==> config.mk <==
export PLATFORM = sky130hd
export DESIGN_NAME = spi_frame_rx
export DESIGN_NICKNAME = d
export VERILOG_FILES = /design/src/rtl/spi_frame_rx.sv
export SDC_FILE = /design/constraint.sdc
export NUM_CORES = 1
export LEC_CHECK = 0
export ABC_CLOCK_PERIOD_IN_PS = 1800
export CORE_AREA = 5 5 72 74
export CTS_CLUSTER_DIAMETER = 100
export DETAILED_ROUTE_END_ITERATION = 7
export DIE_AREA = 0 0 77 79
export GPL_TIMING_DRIVEN = 0
export PLACE_DENSITY = 0.7
export SYNTH_ARGS = -nofsm -noshare
export SYNTH_HDL_FRONTEND = slang
export SYNTH_SLANG_ARGS = --single-unit
==> constraint.sdc <==
create_clock -name CLK_40 -period 1.8 [get_ports CLK_40]
set_input_delay 0.54 -clock CLK_40 [delete_from_list [all_inputs] [get_ports CLK_40]]
set_output_delay 0.54 -clock CLK_40 [all_outputs]
set_load 0.01 [all_outputs]
==> src/rtl/spi_frame_rx.sv <==
// rtl/spi_frame_rx.sv - SPI receive front-end: CDC, 0xFF header hunt, payload bit deserialiser
module spi_frame_rx #(
  parameter int        MEM_BITS       = 48,
  parameter int        NUM_MEMS       = 15,
  parameter logic [7:0] HEADER        = 8'hFF,
  parameter int        SYNC_STAGES    = 2,
  parameter int        TIMEOUT_CYCLES = 400
) (
  input  logic                            CLK_40,
  input  logic                            reset_n,
  input  logic                            SPI_clk_CDC,
  input  logic                            MISO_CDC,
  input  logic                            rx_enable,
  output logic                            bit_valid,
  output logic                            bit_data,
  output logic [$clog2(NUM_MEMS+1)-1:0]   mem_sel,
  output logic [$clog2(MEM_BITS)-1:0]     bit_addr,
  output logic                            frame_done,
  output logic                            rx_error,
  output logic                            busy
);

  localparam int SEL_W  = $clog2(NUM_MEMS + 1);
  localparam int ADDR_W = $clog2(MEM_BITS);
  localparam int TO_W   = $clog2(TIMEOUT_CYCLES + 1);

  localparam logic [SEL_W-1:0]  LAST_SEL  = SEL_W'(NUM_MEMS);
  localparam logic [ADDR_W-1:0] LAST_ADDR = ADDR_W'(MEM_BITS - 1);
  localparam logic [TO_W-1:0]   TO_LAST   = TO_W'(TIMEOUT_CYCLES - 1);

  typedef enum logic [1:0] {IDLE, HUNT, PAYLOAD, DONE} state_t;

  state_t state, next_state;

  logic [SYNC_STAGES-1:0] clk_sync;
  logic [SYNC_STAGES-1:0] miso_sync;
  logic                   clk_hist;
  logic                   spi_rise;
  logic                   miso_s;

  logic [7:0]        shreg;
  logic [7:0]        shreg_next;
  logic [SEL_W-1:0]  cnt_sel;
  logic [ADDR_W-1:0] cnt_addr;
  logic [TO_W-1:0]   idle_cnt;
  logic              last_bit;

  logic do_init;
  logic do_shift;
  logic do_strobe;
  logic do_done;
  logic do_err;

  assign spi_rise   = clk_sync[SYNC_STAGES-1] & ~clk_hist;
  assign miso_s     = miso_sync[SYNC_STAGES-1];
  assign shreg_next = {shreg[6:0], miso_s};
  assign last_bit   = (cnt_sel == LAST_SEL) && (cnt_addr == LAST_ADDR);
  assign busy       = (state == HUNT) || (state == PAYLOAD);

  // Bring SPI clock and data into CLK_40; history FF turns the synced clock into an edge pulse
  always_ff @(posedge CLK_40 or negedge reset_n) begin
    if (!reset_n) begin
      clk_sync  <= '0;
      miso_sync <= '0;
      clk_hist  <= 1'b0;
    end else begin
      clk_sync  <= {clk_sync[SYNC_STAGES-2:0], SPI_clk_CDC};
      miso_sync <= {miso_sync[SYNC_STAGES-2:0], MISO_CDC};
      clk_hist  <= clk_sync[SYNC_STAGES-1];
    end
  end

  // State register
  always_ff @(posedge CLK_40 or negedge reset_n) begin
    if (!reset_n) state <= IDLE;
    else          state <= next_state;
  end

  // Next-state and control decode; dropping rx_enable beats any coincident SPI edge
  always_comb begin
    next_state = state;
    do_init    = 1'b0;
    do_shift   = 1'b0;
    do_strobe  = 1'b0;
    do_done    = 1'b0;
    do_err     = 1'b0;
    case (state)
      IDLE: begin
        if (rx_enable) begin
          next_state = HUNT;
          do_init    = 1'b1;
        end
      end
      HUNT: begin
        if (!rx_enable) begin
          next_state = IDLE;
        end else if (spi_rise) begin
          do_shift = 1'b1;
          if (shreg_next == HEADER) next_state = PAYLOAD;
        end
      end
      PAYLOAD: begin
        if (!rx_enable) begin
          next_state = IDLE;
        end else if (spi_rise) begin
          do_strobe = 1'b1;
          if (last_bit) begin
            do_done    = 1'b1;
            next_state = DONE;
          end
        end else if (idle_cnt == TO_LAST) begin
          do_err     = 1'b1;
          do_init    = 1'b1;
          next_state = HUNT;
        end
      end
      DONE: begin
        if (!rx_enable) next_state = IDLE;
      end
      default: next_state = IDLE;
    endcase
  end

  // Shift register, address counters, idle timer and registered output strobes
  always_ff @(posedge CLK_40 or negedge reset_n) begin
    if (!reset_n) begin
      shreg      <= '0;
      cnt_sel    <= '0;
      cnt_addr   <= '0;
      idle_cnt   <= '0;
      bit_valid  <= 1'b0;
      bit_data   <= 1'b0;
      mem_sel    <= '0;
      bit_addr   <= '0;
      frame_done <= 1'b0;
      rx_error   <= 1'b0;
    end else begin
      bit_valid  <= do_strobe;
      frame_done <= do_done;
      rx_error   <= do_err;

      if (do_init) begin
        shreg    <= '0;
        cnt_sel  <= SEL_W'(1);
        cnt_addr <= '0;
        idle_cnt <= '0;
      end else begin
        if (do_shift) shreg <= shreg_next;

        if (state == PAYLOAD) begin
          if (spi_rise) idle_cnt <= '0;
          else          idle_cnt <= idle_cnt + TO_W'(1);
        end else begin
          idle_cnt <= '0;
        end

        if (do_strobe) begin
          bit_data <= miso_s;
          mem_sel  <= cnt_sel;
          bit_addr <= cnt_addr;
          if (cnt_addr == LAST_ADDR) begin
            cnt_addr <= '0;
            cnt_sel  <= cnt_sel + SEL_W'(1);
          end else begin
            cnt_addr <= cnt_addr + ADDR_W'(1);
          end
        end
      end
    end
  end

endmodule

==> results of run 1 <==
## synthesized netlist by cell type, drive strengths merged (2+ instances only)
master,number
nand4b,4
o32ai,2
a21oi,10
and2,2
a21o,2
inv,8
o21ai,7
mux2i,2
nor3,3
ha,7
nand4,2
nor4,4
mux2,11
nand2b,2
and3,2
nand2,22
buf,4
clkbuf,2
xor2,4
xnor2,7
nand3,8
dfrtp,47
nor2,18
## layer usage
metal / up-vias / wire (um) / track usage / share of wire
met5: - / 0 / 0 / 0
met4: 0 / 80 / 0.0670 / 0.019
met3: 10 / 165 / 0.0306 / 0.039
met2: 36 / 1970 / 0.215 / 0.47
met1: 744 / 2000 / 0.196 / 0.47
li1: 732 / - / - / -
## state kept, by name, indices dropped and copies added, names as in the netlist
name and flops:
bit_addr 6, bit_data 1, bit_valid 1, clk_hist 1, clk_sync 2, cnt_addr 6
cnt_sel 4, frame_done 1, idle_cnt 9, mem_sel 4, miso_sync 2, rx_error 1
shreg 7, state 2
## cell type report
type                       instances  area (sq um)  area share
sequential                        47          1180       0.446
multi-input combinational        132           978       0.371
timing repair buffer              25           235      0.0891
clock buffer                       6          82.6      0.0313
tap                               54          67.6      0.0256
clock inverter                     2          35.0      0.0133
buffer                             5          32.5      0.0123
inverter                           8          30.0      0.0114
## placed cells by master (no fill, tap or decap), drive strengths merged, types with 3 or more instances in the layout
cell type	instances
o21ai	7
xnor2	7
a21oi	10
nor2	18
ha	7
clkbuf	7
xor2	4
clkdlybuf4s50	16
nand3	8
nor3	3
nor4	4
mux2	11
nand4b	4
dfrtp	47
nand2	22
buf	13
inv	8
## power by group
group	switching (mW)	total (mW)	internal, mW
registers	0.0370	1.15	1.11
clock network	0.344	0.793	0.449
logic	0.343	0.653	0.310
## path summary, 6_finish.rpt
kind / startpoint / end / slack, ns / cells after the start
max reg2reg: state[0]$_DFFE_PN0P_ / state[1]$_DFFE_PN0P_ / 0.07 / 6
max in group asynchronous: reset_n / cnt_addr[0]$_DFFE_PN0P_ / 1.07 / 2
min: reset_n / cnt_addr[3]$_DFFE_PN0P_ / 0.21 / 1
max: mem_sel[3]$_DFFE_PN0P_ / mem_sel[3] / 0.07 / 1
min in group CLK_40: clk_sync[0]$_DFF_PN0_ / clk_sync[1]$_DFF_PN0_ / 0.35 / 0
min reg2reg: clk_sync[0]$_DFF_PN0_ / clk_sync[1]$_DFF_PN0_ / 0.35 / 0
## logic make-up (layout without fill, tap and decap cells)
group,after synthesis,in the layout,share of synthesized area
simple gates,73,73,0.191
flops,47,47,0.545
compound gates,28,28,0.0846
buf+inv,14,46,0.0278
mux,13,13,0.0666
xor+xnor,11,11,0.0446
fa+ha+maj,7,7,0.0406
## what timing repair did
| item | in CTS | in global routing |
|---|---|---|
| resized for setup | 9 | 8 |
| endpoints found under the setup margin | 24 | 28 |
| setup buffers | 2 | 4 |
| pin swaps | 0 | 0 |
==> flow_metrics.env, run 1 <==
export IMPL_outcome="finished clean"
export IMPL_clk_path_buf_depth=2
export IMPL_yosys_most_used_dff="dfrtp_1"
export IMPL_critPathRequiredTime_ns=1.26
export IMPL_syn_inst=193
export IMPL_synth_area_top_cells="dfrtp_1 (54%), mux2_1 (5.7%), ha_1 (4.1%)"
export IMPL_ys_warn_count=0
export IMPL_hold_worst_slack_ns=0.211
export IMPL_drtAntennaViolNets=0
export IMPL_die_area_sq_um=6080
export IMPL_final_cells=279
export IMPL_dp_cells=266
export IMPL_ys_ff_latch=47
export IMPL_drtIter0Drc=98
export IMPL_grt_pass1_vias=1504
export IMPL_clk_pin_slew_ns=0.09
export IMPL_routed_wirelength_um=4220
export IMPL_critPathKind="reg -> out"
export IMPL_setup_slack_ns=0.0703
export IMPL_gp_congestion=0.836
export IMPL_num_fill_cells=385
export IMPL_avgViaCountPerCell=5.46
export IMPL_netlist_area_sq_um=2160
export IMPL_h_tree_depth=2
export IMPL_ys_async_sr_fraction=1.00
export IMPL_synth_top_cell_area_share=0.545
export IMPL_hold_viol_final=0
export IMPL_port_buffers=18
export IMPL_path_buf_inv=1
export IMPL_final_core_util=0.582
export IMPL_final_max_slew_viol_count=0
export IMPL_globalRouteTotalUtil=0.143
export IMPL_cts_made_buffers=5
export IMPL_rows=25
export IMPL_start_kind="flop"
export IMPL_period_minus_slack_ns=1.73
export IMPL_grt_max_degree=26
export IMPL_cp_cell_sequence="clkdlybuf4s50_1"
export IMPL_wl_per_cell_um=15.1
export IMPL_vdd_drop_max_mv=0.490
export IMPL_final_area_sq_um=2640
export IMPL_synth_cell_type_count=42
export IMPL_synth_edf_count=0
export IMPL_p_leak_nw=1.14
export IMPL_start_util=0.476
export IMPL_drive_gt1_frac=0.169
export IMPL_slew_headroom=0.650
export IMPL_tns_ns=0
export IMPL_hold_path_class="in -> async"
export IMPL_pre_cts_ws_ns=-0.277
export IMPL_fin_skew_ns=0.00612
export IMPL_nets=236
export IMPL_cp_slowest_stage_delay_ns=0.54
export IMPL_crit_family="buffers and inverters"
export IMPL_seq_area_frac_synth=0.545
export IMPL_core_sq_um=4540
export IMPL_drv_cap=0
export IMPL_grt_antenna_before_repair=0
export IMPL_drt_pass1_iterations=4
export IMPL_area_delta_synth_final_pct=22.2
export IMPL_ios=20
export IMPL_fmax_ghz=0.578
export IMPL_syn_avg_cell_area_sq_um=11.2
export IMPL_tightest_slew_ns=0.525
export IMPL_clock_latency_ns=0.30
export IMPL_synth_top_area_cell="dfrtp_1"
export IMPL_clock_sinks=47
export IMPL_p_per_area_nw_per_um2=983
export IMPL_post_dp_cell_area_sq_um=2420
export IMPL_finalPower_mw=2.59
export IMPL_crit_slowest_cell="clkdlybuf4s50_1"
export IMPL_cts_root_buf="clkbuf_8"
export IMPL_cts_tree="yes"
export IMPL_post_route_drc_count=0
export IMPL_worst_endpoint_arrival_ns=1.19
export IMPL_setup_viol=0
export IMPL_cp_end_kind="output pin"
export IMPL_grt_pass1_wl_um=6930
export IMPL_antennaDiodeCount=0
export IMPL_via_count=1522
export IMPL_grt_overflow=0
export IMPL_die_width_um=77
export IMPL_cts_hold_buf=0
export IMPL_path_max_fanout=2
export IMPL_place_hpwl_um=2830
export IMPL_die_h_um=79
export IMPL_finalCritPeriodShare=0.961
export IMPL_syn_nets=205
Note: power is estimated with default switching activity, not from simulation.
==> run 2: changes to the inputs <==
Settings changed: SKIP_LAST_GASP from default to 1.
==> flow_metrics.env, run 2 (synthesis gave the netlist of run 1 again) <==
export IMPL_routed_wirelength_um=4210
export IMPL_hold_path_class="in -> async"
export IMPL_die_h_um=79
export IMPL_grt_max_degree=26
export IMPL_drive_gt1_frac=0.164
export IMPL_cp_slowest_stage_delay_ns=0.38
export IMPL_cp_end_kind="output pin"
export IMPL_finalCritPeriodShare=0.974
export IMPL_drtIter0Drc=76
export IMPL_h_tree_depth=2
export IMPL_vdd_drop_max_mv=0.669
export IMPL_die_width_um=77
export IMPL_reg_largest_list="idle_cnt x9, shreg x7"
export IMPL_post_route_drc_count=0
export IMPL_rows=25
export IMPL_setup_slack_ns=0.0463
export IMPL_cts_hold_buf=0
export IMPL_place_hpwl_um=2830
export IMPL_final_max_slew_viol_count=0
export IMPL_gp_congestion=0.836
export IMPL_fmax_ghz=0.570
export IMPL_core_sq_um=4540
export IMPL_cts_root_buf="clkbuf_8"
export IMPL_largest_reg_flops=9
export IMPL_area_delta_synth_final_pct=21.8
export IMPL_rsz0062_at_grt="true"
export IMPL_cts_made_buffers=5
export IMPL_ios=20
export IMPL_start_util=0.476
export IMPL_grt_overflow=0
export IMPL_p_leak_nw=1.14
export IMPL_clk_pin_slew_ns=0.09
export IMPL_clock_latency_ns=0.29
export IMPL_grt_pass1_vias=1504
export IMPL_pre_cts_ws_ns=-0.277
export IMPL_path_max_fanout=3
export IMPL_start_kind="flop"
export IMPL_via_count=1509
export IMPL_avgViaCountPerCell=5.39
export IMPL_regMostFlops="idle_cnt"
export IMPL_cp_cell_sequence="inv_2 > ha_1 > clkbuf_2"
export IMPL_fin_skew_ns=0.00579
export IMPL_tightest_slew_ns=0.523
export IMPL_crit_slowest_cell="dfrtp_1"
export IMPL_final_common_cell="dfrtp_1"
export IMPL_setup_viol=0
export IMPL_period_minus_slack_ns=1.75
export IMPL_path_buf_inv=2
export IMPL_cts_tree="yes"
export IMPL_port_buffers=18
export IMPL_globalRouteTotalUtil=0.143
export IMPL_crit_family="flip-flops"
export IMPL_p_per_area_nw_per_um2=957
export IMPL_hold_viol_final=0
export IMPL_antennaDiodeCount=0
export IMPL_slew_headroom=0.651
export IMPL_drtAntennaViolNets=0
export IMPL_final_cells=280
export IMPL_clock_sinks=47
export IMPL_critPathKind="reg -> out"
export IMPL_outcome="finished clean"
export IMPL_clk_path_buf_depth=2
export IMPL_die_area_sq_um=6080
export IMPL_grt_antenna_before_repair=0
export IMPL_grt_pass1_wl_um=6930
export IMPL_final_cell_mix="dfrtp_1 (46), nand2_1 (22), nor2_1 (17)"
export IMPL_drv_cap=0
export IMPL_drt_pass1_iterations=4
export IMPL_wl_per_cell_um=15.0
export IMPL_critPathRequiredTime_ns=1.26
export IMPL_dp_cells=266
export IMPL_worst_endpoint_arrival_ns=1.21
export IMPL_nets=237
run 2: worst register-to-register path, delay by kind of cell, from the launching register on:
family                   cells  cell delay (ns)
adder cells (fa/ha/maj)      1             0.22
multiplexers                 1             0.17
AO/OA/AOI/OAI                2             0.47
AND/OR/NAND/NOR              1             0.19
flip-flops                   1             0.40
buffers and inverters        1             0.15
run 2: routing by layer:
metal | up-vias | track usage | wire length, um
met2 | 28 | 0.215 | 1970
met5 | - | 0 | 0
met3 | 8 | 0.0306 | 148
met1 | 739 | 0.196 | 2000
li1 | 734 | - | -
met4 | 0 | 0.0670 | 78
run 2: cell type report:
cell class / count / area, sq um
Fill cell: 384 / 1910
Sequential cell: 47 / 1180
Inverter: 8 / 30.0
Buffer: 5 / 35.0
Timing Repair Buffer: 26 / 243
Tap cell: 54 / 67.6
Clock buffer: 6 / 82.6
Multi-Input combinational cell: 132 / 960
Clock inverter: 2 / 35.0
run 2: power by group:
group	leakage [nW]	total, mW	internal (mW)	switching [mW]
clock network	0.0612	0.789	0.449	0.340
logic	0.443	0.580	0.257	0.323
registers	0.635	1.15	1.11	0.0359
run 2: final timing paths:
check | start | endpoint | slack, ns | cells past startpoint
worst max-delay path | state[0]$_DFFE_PN0P_ | busy | 0.05 | 3
worst min-delay path | reset_n | cnt_addr[3]$_DFFE_PN0P_ | 0.22 | 1
worst max register to register | state[0]$_DFFE_PN0P_ | state[1]$_DFFE_PN0P_ | 0.08 | 6
worst min register to register | clk_sync[0]$_DFF_PN0_ | clk_sync[1]$_DFF_PN0_ | 0.36 | 0
max in group asynchronous | reset_n | cnt_addr[0]$_DFFE_PN0P_ | 1.07 | 2
min in group CLK_40 | clk_sync[0]$_DFF_PN0_ | clk_sync[1]$_DFF_PN0_ | 0.36 | 0
run 2: what timing repair did:
item / in CTS / in global routing
endpoints found under the setup margin: 24 / 28
gates resized for setup: 8 / 7
buffers inserted: 2 / 5
run 2: through the flow:
stage           util  instance area, sq um  total power [mW]  hold slack, ns  TNS [ns]
2_1_floorplan      -                  2160              1.45           0.244         0
3_3_place_gp   0.531                  2410              1.63           0.332    -54.73
3_5_place_dp   0.534                  2420              1.64           0.336     -4.19
4_1_cts        0.567                  2570              2.47           0.228   -0.0248
5_1_grt        0.580                  2630              2.65           0.251   -0.0278
6_report       0.580                  2630              2.52           0.218         0
